===== src/rtl/sd_cmd_engine_pkg.sv =====
// Shared types and helpers for the SD CMD-line engine: response encodings,
// FSM states, frame lengths and the CRC7 (x^7+x^3+1) bit-step function.
package sd_cmd_pkg;

   typedef enum logic [1:0] {
      RESP_NONE = 2'b00,
      RESP_R1   = 2'b01,
      RESP_R2   = 2'b10,
      RESP_R3   = 2'b11
   } resp_t;

   typedef enum logic [2:0] {
      ST_IDLE,
      ST_SEND,
      ST_WAIT_START,
      ST_RECV,
      ST_GAP,
      ST_DONE
   } state_t;

   localparam logic [6:0] CRC7_POLY = 7'h09;
   localparam int         CMD_LEN   = 48;
   localparam int         R2_LEN    = 136;

   function automatic logic [6:0] crc7_next(input logic [6:0] crc, input logic b);
      logic fb;
      fb = crc[6] ^ b;
      return {crc[5:0], 1'b0} ^ (fb ? CRC7_POLY : 7'h00);
   endfunction

endpackage


===== src/rtl/sd_cmd_engine_clk_gen.sv =====
// SD clock divider: runs only while enabled, toggles sd_clk at terminal count
// and flags the rising/falling edge cycles. Macro SD_CMD_HIGH_SPEED_EN adds fast.
module sd_clk_gen
   import sd_cmd_pkg::*;
#(
   parameter int HALF_PERIOD = 63
) (
   input  logic clk,
   input  logic reset,
   input  logic en,
`ifdef SD_CMD_HIGH_SPEED_EN
   input  logic fast,
`endif
   output logic sd_clk,
   output logic rise_tick,
   output logic fall_tick
);

   localparam logic [15:0] HP_LAST = 16'(HALF_PERIOD - 1);

   logic [15:0] div_reg;
   logic [15:0] limit;
   logic        terminal;

`ifdef SD_CMD_HIGH_SPEED_EN
   assign limit = fast ? 16'd0 : HP_LAST;
`else
   assign limit = HP_LAST;
`endif

   assign terminal  = en && (div_reg == limit);
   assign rise_tick = terminal && !sd_clk;
   assign fall_tick = terminal && sd_clk;

   always_ff @(posedge clk) begin
      if (reset || !en) begin
         div_reg <= '0;
         sd_clk  <= 1'b0;
      end else if (terminal) begin
         div_reg <= '0;
         sd_clk  <= ~sd_clk;
      end else begin
         div_reg <= div_reg + 16'd1;
      end
   end

endmodule


===== src/rtl/sd_cmd_engine.sv =====
// SD CMD-line engine: sends one 48-bit command with CRC7, captures an optional
// 48/136-bit response. Macro SD_CMD_HIGH_SPEED_EN adds the fast_mode input.
module sd_cmd_engine
   import sd_cmd_pkg::*;
#(
   parameter int HALF_PERIOD  = 63,
   parameter int RESP_TIMEOUT = 64,
   parameter int GAP_CLKS     = 8
) (
   input  logic         clk,
   input  logic         reset,
   input  logic         start,
   input  logic [5:0]   cmd_index,
   input  logic [31:0]  cmd_arg,
   input  logic [1:0]   resp_type,
`ifdef SD_CMD_HIGH_SPEED_EN
   input  logic         fast_mode,
`endif
   output logic         busy,
   output logic         done,
   output logic         timeout,
   output logic         crc_err,
   output logic [5:0]   resp_index,
   output logic [127:0] resp_data,
   output logic         sd_clk,
   output logic         sd_cmd_o,
   output logic         sd_cmd_oe,
   input  logic         sd_cmd_i
);

   localparam logic [7:0] TO_LAST  = 8'(RESP_TIMEOUT - 1);
   localparam logic [7:0] GAP_LAST = 8'(GAP_CLKS - 1);

   state_t       state_reg;
   resp_t        rtype_reg;
   logic [47:0]  tx_reg;
   logic [5:0]   bit_cnt_reg;
   logic [7:0]   cnt_reg;
   logic [7:0]   rx_left_reg;
   logic [127:0] rx_sr_reg;
   logic [6:0]   rx_crc_reg;
   logic         rise_tick;
   logic         fall_tick;

   logic [39:0]  hdr;
   logic [6:0]   frame_crc;
   logic [7:0]   rx_idx;
   logic [127:0] rx_next;

   assign hdr     = {2'b01, cmd_index, cmd_arg};
   assign rx_idx  = rx_left_reg - 8'd1;
   assign rx_next = {rx_sr_reg[126:0], sd_cmd_i};

   always_comb begin
      frame_crc = '0;
      for (int i = 39; i >= 0; i--) frame_crc = crc7_next(frame_crc, hdr[i]);
   end

`ifdef SD_CMD_HIGH_SPEED_EN
   logic fast_reg;
   always_ff @(posedge clk) begin
      if (reset) fast_reg <= 1'b0;
      else if (state_reg == ST_IDLE && start) fast_reg <= fast_mode;
   end
`endif

   sd_clk_gen #(.HALF_PERIOD(HALF_PERIOD)) u_clk_gen (
      .clk       (clk),
      .reset     (reset),
      .en        (busy),
`ifdef SD_CMD_HIGH_SPEED_EN
      .fast      (fast_reg),
`endif
      .sd_clk    (sd_clk),
      .rise_tick (rise_tick),
      .fall_tick (fall_tick)
   );

   always_ff @(posedge clk) begin
      if (reset) begin
         state_reg   <= ST_IDLE;
         rtype_reg   <= RESP_NONE;
         busy        <= 1'b0;
         done        <= 1'b0;
         timeout     <= 1'b0;
         crc_err     <= 1'b0;
         resp_index  <= '0;
         resp_data   <= '0;
         sd_cmd_o    <= 1'b1;
         sd_cmd_oe   <= 1'b0;
         tx_reg      <= '0;
         bit_cnt_reg <= '0;
         cnt_reg     <= '0;
         rx_left_reg <= '0;
         rx_sr_reg   <= '0;
         rx_crc_reg  <= '0;
      end else begin
         case (state_reg)
            ST_IDLE: begin
               if (start) begin
                  rtype_reg   <= resp_t'(resp_type);
                  tx_reg      <= {hdr, frame_crc, 1'b1};
                  bit_cnt_reg <= 6'd47;
                  sd_cmd_o    <= hdr[39];
                  sd_cmd_oe   <= 1'b1;
                  busy        <= 1'b1;
                  timeout     <= 1'b0;
                  crc_err     <= 1'b0;
                  state_reg   <= ST_SEND;
               end
            end
            ST_SEND: begin
               if (fall_tick) begin
                  if (bit_cnt_reg == 6'd0) begin
                     sd_cmd_oe <= 1'b0;
                     sd_cmd_o  <= 1'b1;
                     cnt_reg   <= '0;
                     state_reg <= (rtype_reg == RESP_NONE) ? ST_GAP : ST_WAIT_START;
                  end else begin
                     sd_cmd_o    <= tx_reg[bit_cnt_reg - 6'd1];
                     bit_cnt_reg <= bit_cnt_reg - 6'd1;
                  end
               end
            end
            ST_WAIT_START: begin
               if (rise_tick) begin
                  if (!sd_cmd_i) begin
                     rx_left_reg <= (rtype_reg == RESP_R2) ? 8'd135 : 8'd47;
                     rx_crc_reg  <= '0;
                     rx_sr_reg   <= '0;
                     state_reg   <= ST_RECV;
                  end else if (cnt_reg == TO_LAST) begin
                     timeout   <= 1'b1;
                     cnt_reg   <= '0;
                     state_reg <= ST_GAP;
                  end else begin
                     cnt_reg <= cnt_reg + 8'd1;
                  end
               end
            end
            ST_RECV: begin
               if (rise_tick) begin
                  rx_sr_reg   <= rx_next;
                  rx_left_reg <= rx_left_reg - 8'd1;
                  // R2 header bits 135:128 sit outside the CRC window.
                  if (rx_idx >= 8'd8 && rx_idx <= 8'd127)
                     rx_crc_reg <= crc7_next(rx_crc_reg, sd_cmd_i);
                  if (rx_left_reg == 8'd1) begin
                     if (rtype_reg == RESP_R2) begin
                        resp_data <= rx_next;
                     end else begin
                        resp_data  <= {96'd0, rx_next[39:8]};
                        resp_index <= rx_next[45:40];
                     end
                     crc_err   <= !sd_cmd_i ||
                                  (rtype_reg != RESP_R3 && rx_crc_reg != rx_next[7:1]);
                     cnt_reg   <= '0;
                     state_reg <= ST_GAP;
                  end
               end
            end
            ST_GAP: begin
               if (rise_tick) begin
                  if (cnt_reg == GAP_LAST) begin
                     done      <= 1'b1;
                     busy      <= 1'b0;
                     state_reg <= ST_DONE;
                  end else begin
                     cnt_reg <= cnt_reg + 8'd1;
                  end
               end
            end
            ST_DONE: begin
               done      <= 1'b0;
               state_reg <= ST_IDLE;
            end
            default: state_reg <= ST_IDLE;
         endcase
      end
   end

endmodule


===== config.mk =====
export PLATFORM = sky130hd
export DESIGN_NAME = sd_cmd_engine
export DESIGN_NICKNAME = d
export VERILOG_FILES = /design/src/rtl/sd_cmd_engine_pkg.sv /design/src/rtl/sd_cmd_engine_clk_gen.sv /design/src/rtl/sd_cmd_engine.sv
export SDC_FILE = /design/constraint.sdc
export NUM_CORES = 1
export LEC_CHECK = 0
export CAP_MARGIN = 10
export CORE_ASPECT_RATIO = 1.2
export CORE_UTILIZATION = 55
export DETAILED_ROUTE_END_ITERATION = 8
export PLACE_DENSITY = 0.82
export SETUP_SLACK_MARGIN = 0.4
export SLEW_MARGIN = 10
export SYNTH_ARGS = -nofsm -noshare
export SYNTH_HDL_FRONTEND = slang
export SYNTH_SLANG_ARGS = --single-unit

===== constraint.sdc =====
create_clock -name clk -period 4.2 [get_ports clk]
set_input_delay 0.84 -clock clk [delete_from_list [all_inputs] [get_ports clk]]
set_output_delay 0.84 -clock clk [all_outputs]
set_load 0.01 [all_outputs]

==> results.json <==
{
  "status": "finished clean",
  "min_path_cells": 2,
  "syn_inst": 1583,
  "ys_types": 60,
  "cts_tree": "built",
  "grt_antenna_before_repair": 0,
  "dp_worst_setup_slack_ps": 421,
  "synth-seq-area-share_pct": 49.7,
  "synth.most_common_cell": "dfxtp_1",
  "synth.area.top_cells": "dfxtp_1, a22oi_1, nor2_1, nand2_1, clkbuf_1",
  "final_hold_viol_count": 0,
  "p_leak_nw": 6.41,
  "post_cts_buffers": 0,
  "via_per_inst": 5.87,
  "drt-pass1-iter-count": 6,
  "worstPathRequired_ps": 4600,
  "synth_enable_flop_cells": 0,
  "initial_core_util_pct": 55.8,
  "port_buffers": 184,
  "die_area_um2": 27300,
  "cts_resized": 0,
  "drv_cap": 0,
  "peakVddDrop_uv": 328,
  "crit_type": "input pin to flop",
  "coreArea_um2": 26300,
  "ioPinCount": 185,
  "grt_usage_pct": 24.9,
  "htree_levels": 2,
  "hold_buffers": 0,
  "slew_headroom_pct": 21.7,
  "min_path_type": "flop to flop",
  "synth_common_cells": "dfxtp_1, nor2_1, a22oi_1",
  "die_height_um": 181,
  "detail-route-antenna-nets": 0,
  "routed_wl_mm": 34.8,
  "critical_path_buf_inv_count": 1,
  "largest_reg_flops": 128,
  "arrival_ps": 3690,
  "critical_path_depth": 8,
  "synthArstFlopShare_pct": 0,
  "utilization_pct": 67.7,
  "worstRegToRegCells": 6,
  "cp_slowest_cell": "clkdlybuf4s50_1",
  "path_delay_family": "XOR/XNOR gates",
  "synthToLayoutAreaGrowth_pct": 21.4,
  "netlist.area_leader.share_pct": 49.7,
  "ys_warn_count": 0,
  "cts.path.max_buffers": 3,
  "wl_per_cell_um": 16.9,
  "path_clk_slew_ps": 60,
  "die_w_um": 151,
  "crit_fanout": 4,
  "syn_area_per_cell_um2": 9.25,
  "tightest_slew_ps": 1170,
  "clock.fmax_mhz": 303,
  "drtIter0Drc": 923,
  "p_per_area_nw_per_um2": 466,
  "grt_pass1_vias": 11400,
  "overflow": 0,
  "synth_seq_cells": 364,
  "path_cells": "clkdlybuf4s50_1 -> xnor3_1 -> xnor2_1 -> xor2_1 -> xnor2_1 -> xnor3_1 -> or2_1 -> a311oi_1",
  "synth_ff_type": "dfxtp_1",
  "n_antenna_cell": 0,
  "cts.sinks": 364,
  "syn-cell-area_um2": 14700,
  "max_stage_delay_ps": 600,
  "rows": 65,
  "p_total_mw": 8.30,
  "clk_latency_ps": 510,
  "fin_crit_ps": 3300,
  "fin_crit_sh_pct": 78.5,
  "synth_top_area_cell": "dfxtp_1",
  "slew_viol_final": 0,
  "cts-root-buf": "clkbuf_16",
  "nets": 1751,
  "finClkSkew_ps": 20.5,
  "grt_pass1_wl_mm": 56.0,
  "fin_ws_ps": 904,
  "fillers": 2004,
  "drive_above_1_share_pct": 5.63,
  "multiInputGateArea_um2": 6880,
  "seq_area_um2": 7290,
  "worstReg2RegStart": "state_reg[1]",
  "worstHoldStart": "resp_data[127]",
  "critPathLaunchType": "input pin",
  "fin_setup_tns_ps": 0,
  "drc": 0,
  "finalSetupViolations": 0,
  "gp_congestion": 0.884,
  "endpoint_kind": "flop",
  "hpwl_mm": 21.9,
  "num_vias": 12100,
  "crit_start": "cmd_arg[31]",
  "cts_buffers": 37,
  "synth.net_count": 1635,
  "rsz0062_at_grt": "false",
  "grt_max_degree": 130
}
## cell families (layout without fill, tap and decap cells)
logic type,after synthesis,in the layout,share of synthesized area [%]
flops,364,364,49.7
xor+xnor,89,89,7.17
fa+ha+maj,8,8,0.683
simple gates,526,526,15.1
compound gates,407,407,19.3
mux,50,50,4.37
buf+inv,139,280,3.62
## final timing paths
kind / slack, ps / end
min reg2reg: 450 / resp_data[127]
max reg2reg: 1170 / resp_data[25]
max: 900 / tx_reg[1]
min: 450 / resp_data[127]
## cells in the final DEF, fill, tap and decap left out, types with 14 or more instances in the layout
| cell | netlist | final |
|---|---|---|
| clkbuf_16 | 0 | 37 |
| mux2i_1 | 37 | 37 |
| a211oi_1 | 38 | 38 |
| a22oi_1 | 225 | 225 |
| xnor3_1 | 15 | 15 |
| nand3_1 | 22 | 22 |
| a21oi_1 | 83 | 83 |
| clkdlybuf4s50_1 | 0 | 183 |
| dfxtp_1 | 364 | 364 |
| xnor2_1 | 42 | 42 |
| inv_1 | 16 | 16 |
| nor2_1 | 310 | 309 |
| o21ai_0 | 17 | 16 |
| xor2_1 | 27 | 27 |
| clkbuf_1 | 115 | 14 |
| nand2_1 | 124 | 123 |
## layer usage
metal / GRT usage, % / up-vias / wire length, µm
met4: 7.88 / 0 / 786
met2: 41.9 / 355 / 17400
met1: 31.0 / 5841 / 14100
met5: 0 / - / 0
met3: 6.34 / 56 / 2460
li1: - / 5842 / -
## area by class of cell
type	instances	share of cell area, %
clock buffer	56	5.89
tap	335	2.36
multi-input combinational	1080	38.7
inverter	16	0.338
clock inverter	8	0.422
sequential	364	41.0
timing repair buffer	200	11.3
## stage by stage
step	hold slack (ps)	std cells	cell area, µm²
6_report	451	2059	17800
5_1_grt	471	2059	17800
4_1_cts	454	2059	17800
3_5_place_dp	447	1995	16700
3_3_place_gp	439	1995	16700
2_1_floorplan	433	1583	14700
## power breakdown
part	total (mW)	internal, mW	switching, mW	leakage (nW)
Combinational	1.55	0.738	0.815	2.92
Clock	3.07	1.78	1.29	0.547
Sequential	3.67	3.57	0.101	2.94
Total	8.30	6.09	2.20	6.41
## worst min-delay path: stages (launching register included)
cell and delay [ps]:
dfxtp_1 310, nand2_1 50, a21oi_1 50
(Power assumes the default switching activity.)
==> variant, RTL diff (same settings) <==
Re-encode `state_t` (6 states) as one-hot, 6 bits wide.
--- a/src/rtl/sd_cmd_engine_pkg.sv
+++ b/src/rtl/sd_cmd_engine_pkg.sv
@@ -10,11 +10,11 @@
    } resp_t;
 
-   typedef enum logic [2:0] {
-      ST_IDLE,
-      ST_SEND,
-      ST_WAIT_START,
-      ST_RECV,
-      ST_GAP,
-      ST_DONE
+   typedef enum logic [5:0] {
+      ST_IDLE       = 6'b000001,
+      ST_SEND       = 6'b000010,
+      ST_WAIT_START = 6'b000100,
+      ST_RECV       = 6'b001000,
+      ST_GAP        = 6'b010000,
+      ST_DONE       = 6'b100000
    } state_t;
 
Formal check against the unedited RTL: no difference found for any inputs over 4 cycles, from zero or initial values and one cycle with reset high; so few cycles prove little.
==> variant against the unedited design <==
- total power is 6.2% lower
- clock skew up 0.0018 ns
- via count is 7.2% higher
- sequential cell count up 3
- area after synthesis grew 3.9%
- setup slack got worse by 0.029 ns
- routed wire length rose by 2.1%
- count of clock-buffer cells in the layout decreased by 2
- core utilization shrank 0.35 points
- cell area grew 2.9%
==> variant: results (changes against the unedited design) <==
| Metric | Value |
|---|---|
| Pleak | 6.286 nW (was 6.409 nW) |
| First-pass GRT wire length | 58,280 microns (was 56,010 microns) |
| Post-synthesis cell count | 1,828 (was 1,583) |
| Met2 global-route usage | 42.56% (was 41.85%) |
| Sequential fraction of the synthesis area | 48.29% (was 49.74%) |
| Synth top area cells | dfxtp_1 (48%), nand2_1 (12%), a21oi_1 (10%) (was dfxtp_1 (50%), a22oi_1 (12%), nor2_1 (7.9%)) |
| Worst Path Max Fanout | 96 (was 4) |
| Count of cell types in the netlist | 59 (was 60) |
| Initial antenna violation count | 1 (was 0) |
| Via density per instance | 5.660 (was 5.874) |
| Post-DP HPWL | 22,580 microns (was 21,900 microns) |
| All-Layer GR Usage | 24.77% (was 24.92%) |
| Worst setup path endpoint | resp_data[69]$_SDFFE_PP0P_ (was tx_reg[1]$_SDFFE_PP0P_) |
| Peak VDD IR | 353.0 uV (was 327.7 uV) |
| Drt total wl | 35,480 microns (was 34,760 microns) |
| Critical path's largest stage delay | 0.66 ns (was 0.60 ns) |
| Yosys top cell area share | 48.29% (was 49.74%) |
| Placer Congestion | 0.8870 (was 0.8839) |
| Crit Path Class | reg -> reg (was in -> reg) |
| Layout cell share with drive strength beyond 1 | 5.126% (was 5.626%) |
| Worst R2R Path Depth | 7 (was 6) |
| Max transition margin | 27.04% (was 21.68%) |
| Worst EP arrival | 3.68 ns (was 3.69 ns) |
| Clk Latency, worst-skew pair | 0.53 ns (was 0.51 ns) |
| Number of antenna diodes | 0 (unchanged) |
| Num CTS Buffers | 36 (was 37) |
| Ys flop type | dfxtp_1 (unchanged) |
| Setup slack, reg-to-reg | 0.87 ns (was 1.17 ns) |
| Number of global-route vias before repair | 12.09k (was 11.38k) |
| Worst hold endpoint | resp_data[121]$_SDFFE_PP0P_ (was resp_data[127]$_SDFFE_PP0P_) |
| Delay-heaviest family, CP | simple AND/OR/NAND/NOR gates (was XOR/XNOR gates) |
| DRT iter0 DRCs | 945 (was 923) |
| Hold Path Origin | resp_data[121]$_SDFFE_PP0P_ (was resp_data[127]$_SDFFE_PP0P_) |
| R2r startpoint | u_clk_gen.div_reg[14]$_SDFF_PP0_ (was state_reg[1]$_SDFFE_PP0P_) |
| Placed insts | 2,228 (was 1,995) |
| Syn_nets | 1,880 (was 1,635) |
| Peak Freq | 0.3008 GHz (was 0.3034 GHz) |
| Hold depth | 2 (unchanged) |
| Commonest cells in the synthesized netlist | nand2_1 (486), dfxtp_1 (367), a21oi_1 (303), clkbuf_1 (118), nand3_1 (110) (was dfxtp_1 (364), nor2_1 (310), a22oi_1 (225), nand2_1 (124), clkbuf_1 (115)) |
| Post-Place Setup Slack | 0.5054 ns (was 0.4213 ns) |
| Clock skew | 0.02235 ns (was 0.02053 ns) |
| Post-Layout Cell Count | 2,291 (was 2,059) |
| CP max-delay cell | or4_1 (was clkdlybuf4s50_1) |
| TritonRoute pass-1 iters | 7 (was 6) |
| Largest net degree at the start of global routing | 222 (was 130) |
| Outcome | complete, no violations (unchanged) |
==> variant: cell types whose count changed after synthesis, sizes merged, moves of 6 or more <==
cell     unedited run  this run
buf                 8        19
mux2i              37        47
o2111ai             6         0
or4                 3         9
nand2             124       486
nor2              310        91
a21oi              83       304
nand3              22       110
a22oi             225         1
==> variant: metal layers <==
layer	vias to the layer above	share of wire (%)
met5	-	0.037
met4	2	4.5
met1	6077	41
li1	6382	-
met3	108	4.7
met2	399	49
==> variant: stage by stage <==
step | power [mW] | cell area (sq um) | hold WS [ns] | util, %
floorplan | 4.510 | 15210 | 0.4287 | -
global placement | 4.707 | 17150 | 0.4391 | 63.13
detailed placement | 4.749 | 17150 | 0.4438 | 63.13
CTS | 7.843 | 18300 | 0.4529 | 67.35
global route | 8.082 | 18300 | 0.4680 | 67.35
finish | 7.781 | 18300 | 0.4483 | 67.35
==> variant: logic make-up after synthesis <==
family	count (synthesis)	share of synthesized area, %
buffers and inverters	150	3.799
AOI/OAI and AO/OA	386	13.87
adders and majority gates	8	0.6579
and+or+nand+nor	768	21.61
DFF	367	48.29
xor gates and xnor gates	85	6.538
muxes	64	5.238
==> variant: cell type report <==
type	count	area (sq um)
clock inverter	9	78.83
inverter	13	48.80
clock buffer	54	1069
sequential	367	7347
fill	2190	8871
multi-input combinational	1311	7335
tap	340	425.4
timing repair buffer	197	1994
==> variant: power by group <==
group | switching, mW | total [mW] | leakage (nW) | internal, mW
clock | 1.33 | 3.10 | 0.569 | 1.77
sequential | 0.0516 | 3.61 | 2.96 | 3.56
combinational | 0.549 | 1.07 | 2.75 | 0.517
total | 1.93 | 7.78 | 6.29 | 5.85
==> variant: tightest hold or removal path, stage by stage (launching register included) <==
cell and delay (ns):
dfxtp_1 0.31, nand2_1 0.05, a21oi_1 0.05
